## src/rtl/controle_reproducao_if.sv

```systemverilog
// rtl/controle_reproducao_if.sv - Button, address and command signals of the playback sequencer
interface controle_reproducao_if #(
    parameter int unsigned ADDR_W = 22
);
    logic              play_btn;
    logic              passa_btn;
    logic              volta_btn;
    logic [ADDR_W-1:0] endereco;
    logic              count;
    logic              passa_10s;
    logic              volta_10s;
    logic              limpa_end;
    logic              tocando;
    logic              fim;

    modport master (
        output play_btn, passa_btn, volta_btn, endereco,
        input  count, passa_10s, volta_10s, limpa_end, tocando, fim
    );

    modport slave (
        input  play_btn, passa_btn, volta_btn, endereco,
        output count, passa_10s, volta_10s, limpa_end, tocando, fim
    );
endinterface

```

## src/rtl/controle_reproducao.sv

```systemverilog
// rtl/controle_reproducao.sv - Playback sequencer: button edges to counter commands, sample tick, end of track
// AUTO_REPEAT_EN: when defined, end of track restarts playback instead of entering FIM.
module controle_reproducao #(
    parameter int unsigned       ADDR_W    = 22,
    parameter int unsigned       CLK_DIV   = 4,
    parameter logic [ADDR_W-1:0] END_ADDR  = 22'h3FFFFF,
    parameter logic [ADDR_W-1:0] SEEK_STEP = 22'd80000
) (
    input  logic                 clk,
    input  logic                 reset,
    controle_reproducao_if.slave bus
);
    localparam int unsigned      DIV_W     = $clog2(CLK_DIV);
    localparam logic [DIV_W-1:0] DIV_LAST  = DIV_W'(CLK_DIV - 1);
    // One bit wider so a step larger than the track shows up as a negative limit.
    localparam logic [ADDR_W:0]  PASSA_LIM = {1'b0, END_ADDR} - {1'b0, SEEK_STEP};

    typedef enum logic [1:0] {PARADO, TOCANDO, PAUSADO, FIM} estado_t;

    estado_t          state_q, state_d;
    logic [DIV_W-1:0] div_cnt_q, div_cnt_d;
    logic             play_btn_q, play_btn_d;
    logic             passa_btn_q, passa_btn_d;
    logic             volta_btn_q, volta_btn_d;
    logic             passa_10s_q, passa_10s_d;
    logic             volta_10s_q, volta_10s_d;
    logic             limpa_end_q, limpa_end_d;
    logic             count_c;

    logic play_edge, passa_edge, volta_edge;
    logic end_cond, passa_ok, seek_ok;

    assign play_edge  = bus.play_btn  & ~play_btn_q;
    assign passa_edge = bus.passa_btn & ~passa_btn_q;
    assign volta_edge = bus.volta_btn & ~volta_btn_q;
    assign end_cond   = (bus.endereco >= END_ADDR);
    assign passa_ok   = ~PASSA_LIM[ADDR_W] && ({1'b0, bus.endereco} <= PASSA_LIM);

    always_comb begin
        state_d     = state_q;
        div_cnt_d   = '0;
        limpa_end_d = 1'b0;
        passa_10s_d = 1'b0;
        volta_10s_d = 1'b0;
        count_c     = 1'b0;
        seek_ok     = 1'b0;
        play_btn_d  = bus.play_btn;
        passa_btn_d = bus.passa_btn;
        volta_btn_d = bus.volta_btn;

        case (state_q)
            PARADO: begin
                if (play_edge) begin
                    state_d     = TOCANDO;
                    limpa_end_d = 1'b1;
                end
            end
            TOCANDO: begin
                // End of track wins over play and seek in the same cycle.
                if (end_cond) begin
`ifdef AUTO_REPEAT_EN
                    limpa_end_d = 1'b1;
`else
                    state_d     = FIM;
`endif
                end else begin
                    count_c   = (div_cnt_q == DIV_LAST);
                    div_cnt_d = (div_cnt_q == DIV_LAST) ? '0 : div_cnt_q + 1'b1;
                    seek_ok   = 1'b1;
                    if (play_edge) begin
                        state_d   = PAUSADO;
                        div_cnt_d = '0;
                    end
                end
            end
            PAUSADO: begin
                seek_ok = 1'b1;
                if (play_edge) begin
                    state_d = TOCANDO;
                end
            end
            FIM: begin
                if (play_edge) begin
                    state_d     = TOCANDO;
                    limpa_end_d = 1'b1;
                end
            end
            default: state_d = PARADO;
        endcase

        // Simultaneous +10 s and -10 s edges cancel each other.
        if (seek_ok && passa_edge && !volta_edge && passa_ok) begin
            passa_10s_d = 1'b1;
        end
        if (seek_ok && volta_edge && !passa_edge) begin
            volta_10s_d = 1'b1;
        end
    end

    always_ff @(posedge clk or negedge reset) begin
        if (!reset) begin
            state_q     <= PARADO;
            div_cnt_q   <= '0;
            play_btn_q  <= 1'b0;
            passa_btn_q <= 1'b0;
            volta_btn_q <= 1'b0;
            passa_10s_q <= 1'b0;
            volta_10s_q <= 1'b0;
            limpa_end_q <= 1'b0;
        end else begin
            state_q     <= state_d;
            div_cnt_q   <= div_cnt_d;
            play_btn_q  <= play_btn_d;
            passa_btn_q <= passa_btn_d;
            volta_btn_q <= volta_btn_d;
            passa_10s_q <= passa_10s_d;
            volta_10s_q <= volta_10s_d;
            limpa_end_q <= limpa_end_d;
        end
    end

    assign bus.count     = count_c;
    assign bus.passa_10s = passa_10s_q;
    assign bus.volta_10s = volta_10s_q;
    assign bus.limpa_end = limpa_end_q;
    assign bus.tocando   = (state_q == TOCANDO);
`ifdef AUTO_REPEAT_EN
    assign bus.fim       = 1'b0;
`else
    assign bus.fim       = (state_q == FIM);
`endif

endmodule

```

## src/flat_wrapper.sv

```systemverilog
// flat-port wrapper written by rule: the top's interface ports become plain ports
module controle_reproducao_flat 
#(
    parameter int unsigned       ADDR_W    = 22,
    parameter int unsigned       CLK_DIV   = 4,
    parameter logic [ADDR_W-1:0] END_ADDR  = 22'h3FFFFF,
    parameter logic [ADDR_W-1:0] SEEK_STEP = 22'd80000
)
  (clk, reset, bus_play_btn, bus_passa_btn, bus_volta_btn, bus_endereco, bus_count, bus_passa_10s, bus_volta_10s, bus_limpa_end, bus_tocando, bus_fim);
  controle_reproducao_if #(.ADDR_W(ADDR_W)) bus_i ();
  input  logic clk;
  input  logic reset;
  input wire logic [$bits(bus_i.play_btn)-1:0] bus_play_btn;
  input wire logic [$bits(bus_i.passa_btn)-1:0] bus_passa_btn;
  input wire logic [$bits(bus_i.volta_btn)-1:0] bus_volta_btn;
  input wire logic [$bits(bus_i.endereco)-1:0] bus_endereco;
  output wire logic [$bits(bus_i.count)-1:0] bus_count;
  output wire logic [$bits(bus_i.passa_10s)-1:0] bus_passa_10s;
  output wire logic [$bits(bus_i.volta_10s)-1:0] bus_volta_10s;
  output wire logic [$bits(bus_i.limpa_end)-1:0] bus_limpa_end;
  output wire logic [$bits(bus_i.tocando)-1:0] bus_tocando;
  output wire logic [$bits(bus_i.fim)-1:0] bus_fim;
  assign bus_i.play_btn = bus_play_btn;
  assign bus_i.passa_btn = bus_passa_btn;
  assign bus_i.volta_btn = bus_volta_btn;
  assign bus_i.endereco = bus_endereco;
  assign bus_count = bus_i.count;
  assign bus_passa_10s = bus_i.passa_10s;
  assign bus_volta_10s = bus_i.volta_10s;
  assign bus_limpa_end = bus_i.limpa_end;
  assign bus_tocando = bus_i.tocando;
  assign bus_fim = bus_i.fim;
  controle_reproducao #(.ADDR_W(ADDR_W), .CLK_DIV(CLK_DIV), .END_ADDR(END_ADDR), .SEEK_STEP(SEEK_STEP)) u_core (.clk(clk), .reset(reset), .bus(bus_i));
endmodule
```

## config.mk

```make
export PLATFORM = sky130hd
export DESIGN_NAME = controle_reproducao_flat
export DESIGN_NICKNAME = d
export VERILOG_FILES = /design/src/rtl/controle_reproducao_if.sv /design/src/rtl/controle_reproducao.sv /design/src/flat_wrapper.sv
export SDC_FILE = /design/constraint.sdc
export NUM_CORES = 1
export LEC_CHECK = 0
export ABC_AREA = 1
export BUFFER_PORTS_ARGS = -buffer_cell sky130_fd_sc_hd__buf_4
export CELL_PAD_IN_SITES_DETAIL_PLACEMENT = 1
export CELL_PAD_IN_SITES_GLOBAL_PLACEMENT = 1
export CORE_MARGIN = 2
export CORE_UTILIZATION = 27
export CTS_CLUSTER_DIAMETER = 80
export DETAILED_ROUTE_END_ITERATION = 16
export HOLD_SLACK_MARGIN = 0.02
export PLACE_DENSITY_LB_ADDON = 0.1
export SYNTH_ARGS = -nofsm -noshare
export SYNTH_HDL_FRONTEND = slang
export SYNTH_SLANG_ARGS = --single-unit
export TNS_END_PERCENT = 5
```

## constraint.sdc

```tcl
create_clock -name clk -period 1.3 [get_ports clk]
set_clock_uncertainty 0.05 [all_clocks]
set_input_delay 0.13 -clock clk [delete_from_list [all_inputs] [get_ports clk]]
set_output_delay 0.13 -clock clk [all_outputs]
set_load 0.1 [all_outputs]
```

==> impl_metrics.py <==
metrics = {
    "grt": {
        "gr-usage-all-layers": 0.1320,
        "grt_max_degree": 11,
        "overflow": 0,
        "antenna_found_initial": 0,
        "grt_pass1_vias": 646,
        "grt_pass1_wl_mm": 2.428,
    },
    "placement": {
        "place_area_um2": 850.8,
        "place_ws_ps": 47.73,
        "gp_congestion": 0.7875,
        "hpwl_mm": 1.184,
        "port_buffers": 32,
    },
    "logic_synthesis": {
        "synth_flop_cell": "dfrtp_1",
        "yosys-top-cells-area": "dfrtp_1, nand2_1, ha_1",
        "postSynthCellCount": 73,
        "async_flop_share": 1.000,
        "syn-cell-area_um2": 551.8,
        "yosys_warnings": 0,
        "synth.distinct_cells": 13,
        "yosysTopAreaCellShare": 0.4535,
        "yosysMostFrequentCell": "nand2_1",
        "ys_top_cells_by_count": "nand2_1, inv_1, nor2_1",
        "synthesis.nets": 104,
        "syn_avg_cell_area_um2": 7.559,
        "yosysTopAreaCell": "dfrtp_1",
        "yosysSeqAreaShare": 0.4535,
        "ys_ff_latch": 10,
        "synth_edf_count": 0,
    },
    "setup_path": {
        "critical_path.cell_chain": "inv_2 > ha_4 > nand2_4 > nor2_4 > buf_12",
        "rr_worst_depth": 5,
        "cp.arrival_ps": 1230,
        "cpPeakStageDelay_ps": 410,
        "startpoint_type": "flop",
        "cp-end-kind": "output port",
        "critPathRequiredTime_ps": 1120,
        "critPathBufInv": 2,
        "cp_num_cells": 5,
        "path_class": "flop to output port",
        "crit_slowest_cell": "dfrtp_1",
        "path_delay_family": "flip-flops",
        "path_max_fanout": 4,
    },
    "sta": {
        "fin_ws_ps": -106.5,
        "setup_tns_ps": -232.7,
        "period_share": 1.082,
        "finalMaxSlewViolations": 0,
        "whs_ps": 177.4,
        "setup_viol": 3,
        "rsz0062_at_grt": "true",
        "clock.fmax_mhz": 711.0,
        "relSlewSlack": 0.8140,
        "hold_viol_final": 0,
        "worstMarginPinSlew_ps": 281.3,
        "fin_crit_ps": 1406,
    },
    "route": {
        "drt-wirelength-per-cell_um": 9.493,
        "viasPerCell": 4.268,
        "postRouteAntennaNets": 0,
        "vias": 606,
        "drtPass1Iterations": 2,
        "routed_wl_mm": 1.348,
        "drt_first_iter_violations": 8,
        "drc": 0,
    },
    "floorplanning": {
        "pin_count": 33,
        "die_w_um": 49.21,
        "coreArea_um2": 1942,
        "rows": 16,
        "dieArea_um2": 2421,
        "start_util": 0.2841,
        "chipHeight_um": 49.21,
    },
    "hold_path": {
        "hold_depth": 6,
        "min_path_type": "primary input to flop",
    },
    "cts": {
        "cts_max_path_buffers": 2,
        "cts_sinks": 10,
        "cts_tree": "done",
        "cts.reportedPaths.clkPinSlew_ps": 60,
        "cts_max_level": 1,
        "numCtsBuffers": 3,
        "insertion_delay_ps": 260,
        "clock-root-buffer": "clkbuf_4",
    },
    "layout": {
        "final_nets": 147,
        "drive_gt1_frac": 0.4087,
        "fin_util": 0.4942,
        "finalInstanceArea_um2": 959.7,
        "antennaDiodeCount": 0,
        "syn2layout_area_growth_pct": 73.92,
    },
    "power_and_ir_drop": {
        "p_comb_frac": 0.387,
        "intPower_uw": 660.7,
        "power_switching_share": 0.3609,
        "pwr-share-clk": 0.261,
        "switching_power_uw": 373.2,
        "p_seq_frac": 0.352,
        "power_density_nw_per_um2": 1077,
        "vdd_drop_max_v": 0.0004628,
        "p_leak_uw": 0.0004949,
    },
    "run": {
        "max_cap_viol_count": 0,
    },
    "outcome": {
        "violations": "setup timing",
        "status": "complete, but fails checks",
    },
}
-- per-layer routing --
layer	routed length, um	up-vias	track usage
met5	0	-	0
met4	27	0	0.1000
met3	79	2	0.009202
met2	747	21	0.2500
met1	494	275	0.1319
li1	-	308	-
-- kinds of logic (layout without fill, tap and decap cells) --
kind of cell,Yosys count,after routing,synth area share
AND/OR/NAND/NOR,43,43,0.3356
buffers and inverters,13,55,0.08844
flip-flops,10,10,0.4535
adder cells (fa/ha/maj),4,4,0.09071
AO/OA/AOI/OAI,3,3,0.03175
-- power by group through the flow --
stage	registers, uW	logic, uW	clock network (uW)
after floorplan	423	200	0
after global placement	369	366	0
after detailed placement	371	374	0
after CTS	362	409	283
after global routing	369	434	311
final	364	400	270
-- per-stage QoR --
step	power (uW)	cells
2_1_floorplan	622.3	73
5_1_grt	1114	142
4_1_cts	1053	142
6_report	1034	142
3_3_place_gp	734.9	132
3_5_place_dp	745.4	132
-- sequential cells by signal, indices dropped and copies added (netlist names) --
register / flops
u_core.volta_btn_q: 1
u_core.state_q: 2
u_core.passa_btn_q: 1
u_core.play_btn_q: 1
u_core.bus.volta_10s: 1
u_core.bus.limpa_end: 1
u_core.bus.passa_10s: 1
u_core.div_cnt_q: 2
-- timing repair --
action	4_1_cts	5_1_grt
endpoints found under the hold margin	13	0
pin swaps	1	0
endpoints found under the setup margin	3	3
setup buffers	2	0
hold buffers	4	0
gates resized for setup	4	1
-- path summary, 6_finish.rpt --
path / to / from / slack, ps
worst max register to register: u_core.bus.volta_10s$_DFF_PN0_ / u_core.state_q[1]$_DFFE_PN0P_ / 120
worst min-delay path: u_core.bus.passa_10s$_DFF_PN0_ / bus_endereco[13] / 180
min in group asynchronous: u_core.volta_btn_q$_DFF_PN0_ / reset / 190
max in group asynchronous: u_core.state_q[0]$_DFFE_PN0P_ / reset / 860
worst min register to register: u_core.div_cnt_q[0]$_DFF_PN0_ / u_core.div_cnt_q[0]$_DFF_PN0_ / 400
worst max-delay path: bus_count / u_core.state_q[1]$_DFFE_PN0P_ / -110
-- tightest hold or removal path: stages --
cell	delay, ps
buf_4	80
nor3_1	30
nand2_1	60
nand2_1	50
nand3_1	60
nor2_1	40
-- cell usage in the layout (no fill, tap or decap), types with 2 or more instances in the layout --
| master | instances |
|---|---|
| ha_1 | 3 |
| nor3_1 | 3 |
| buf_4 | 32 |
| nand3_1 | 4 |
| inv_1 | 12 |
| nor2_2 | 2 |
| dlygate4sd3_1 | 4 |
| clkbuf_4 | 3 |
| dfrtp_1 | 9 |
| nand2_1 | 19 |
| o21ai_0 | 2 |
| nor2_1 | 10 |
-- layout make-up --
class                           instances  area, um^2
Clock buffer                            4       36.28
Fill cell                             256       982.2
Inverter                               13       48.80
Multi-Input combinational cell         50       277.8
Sequential cell                        10       251.5
Tap cell                               27       33.78
Timing Repair Buffer                   38       311.5
Note: power is estimated with default switching activity, not from simulation.
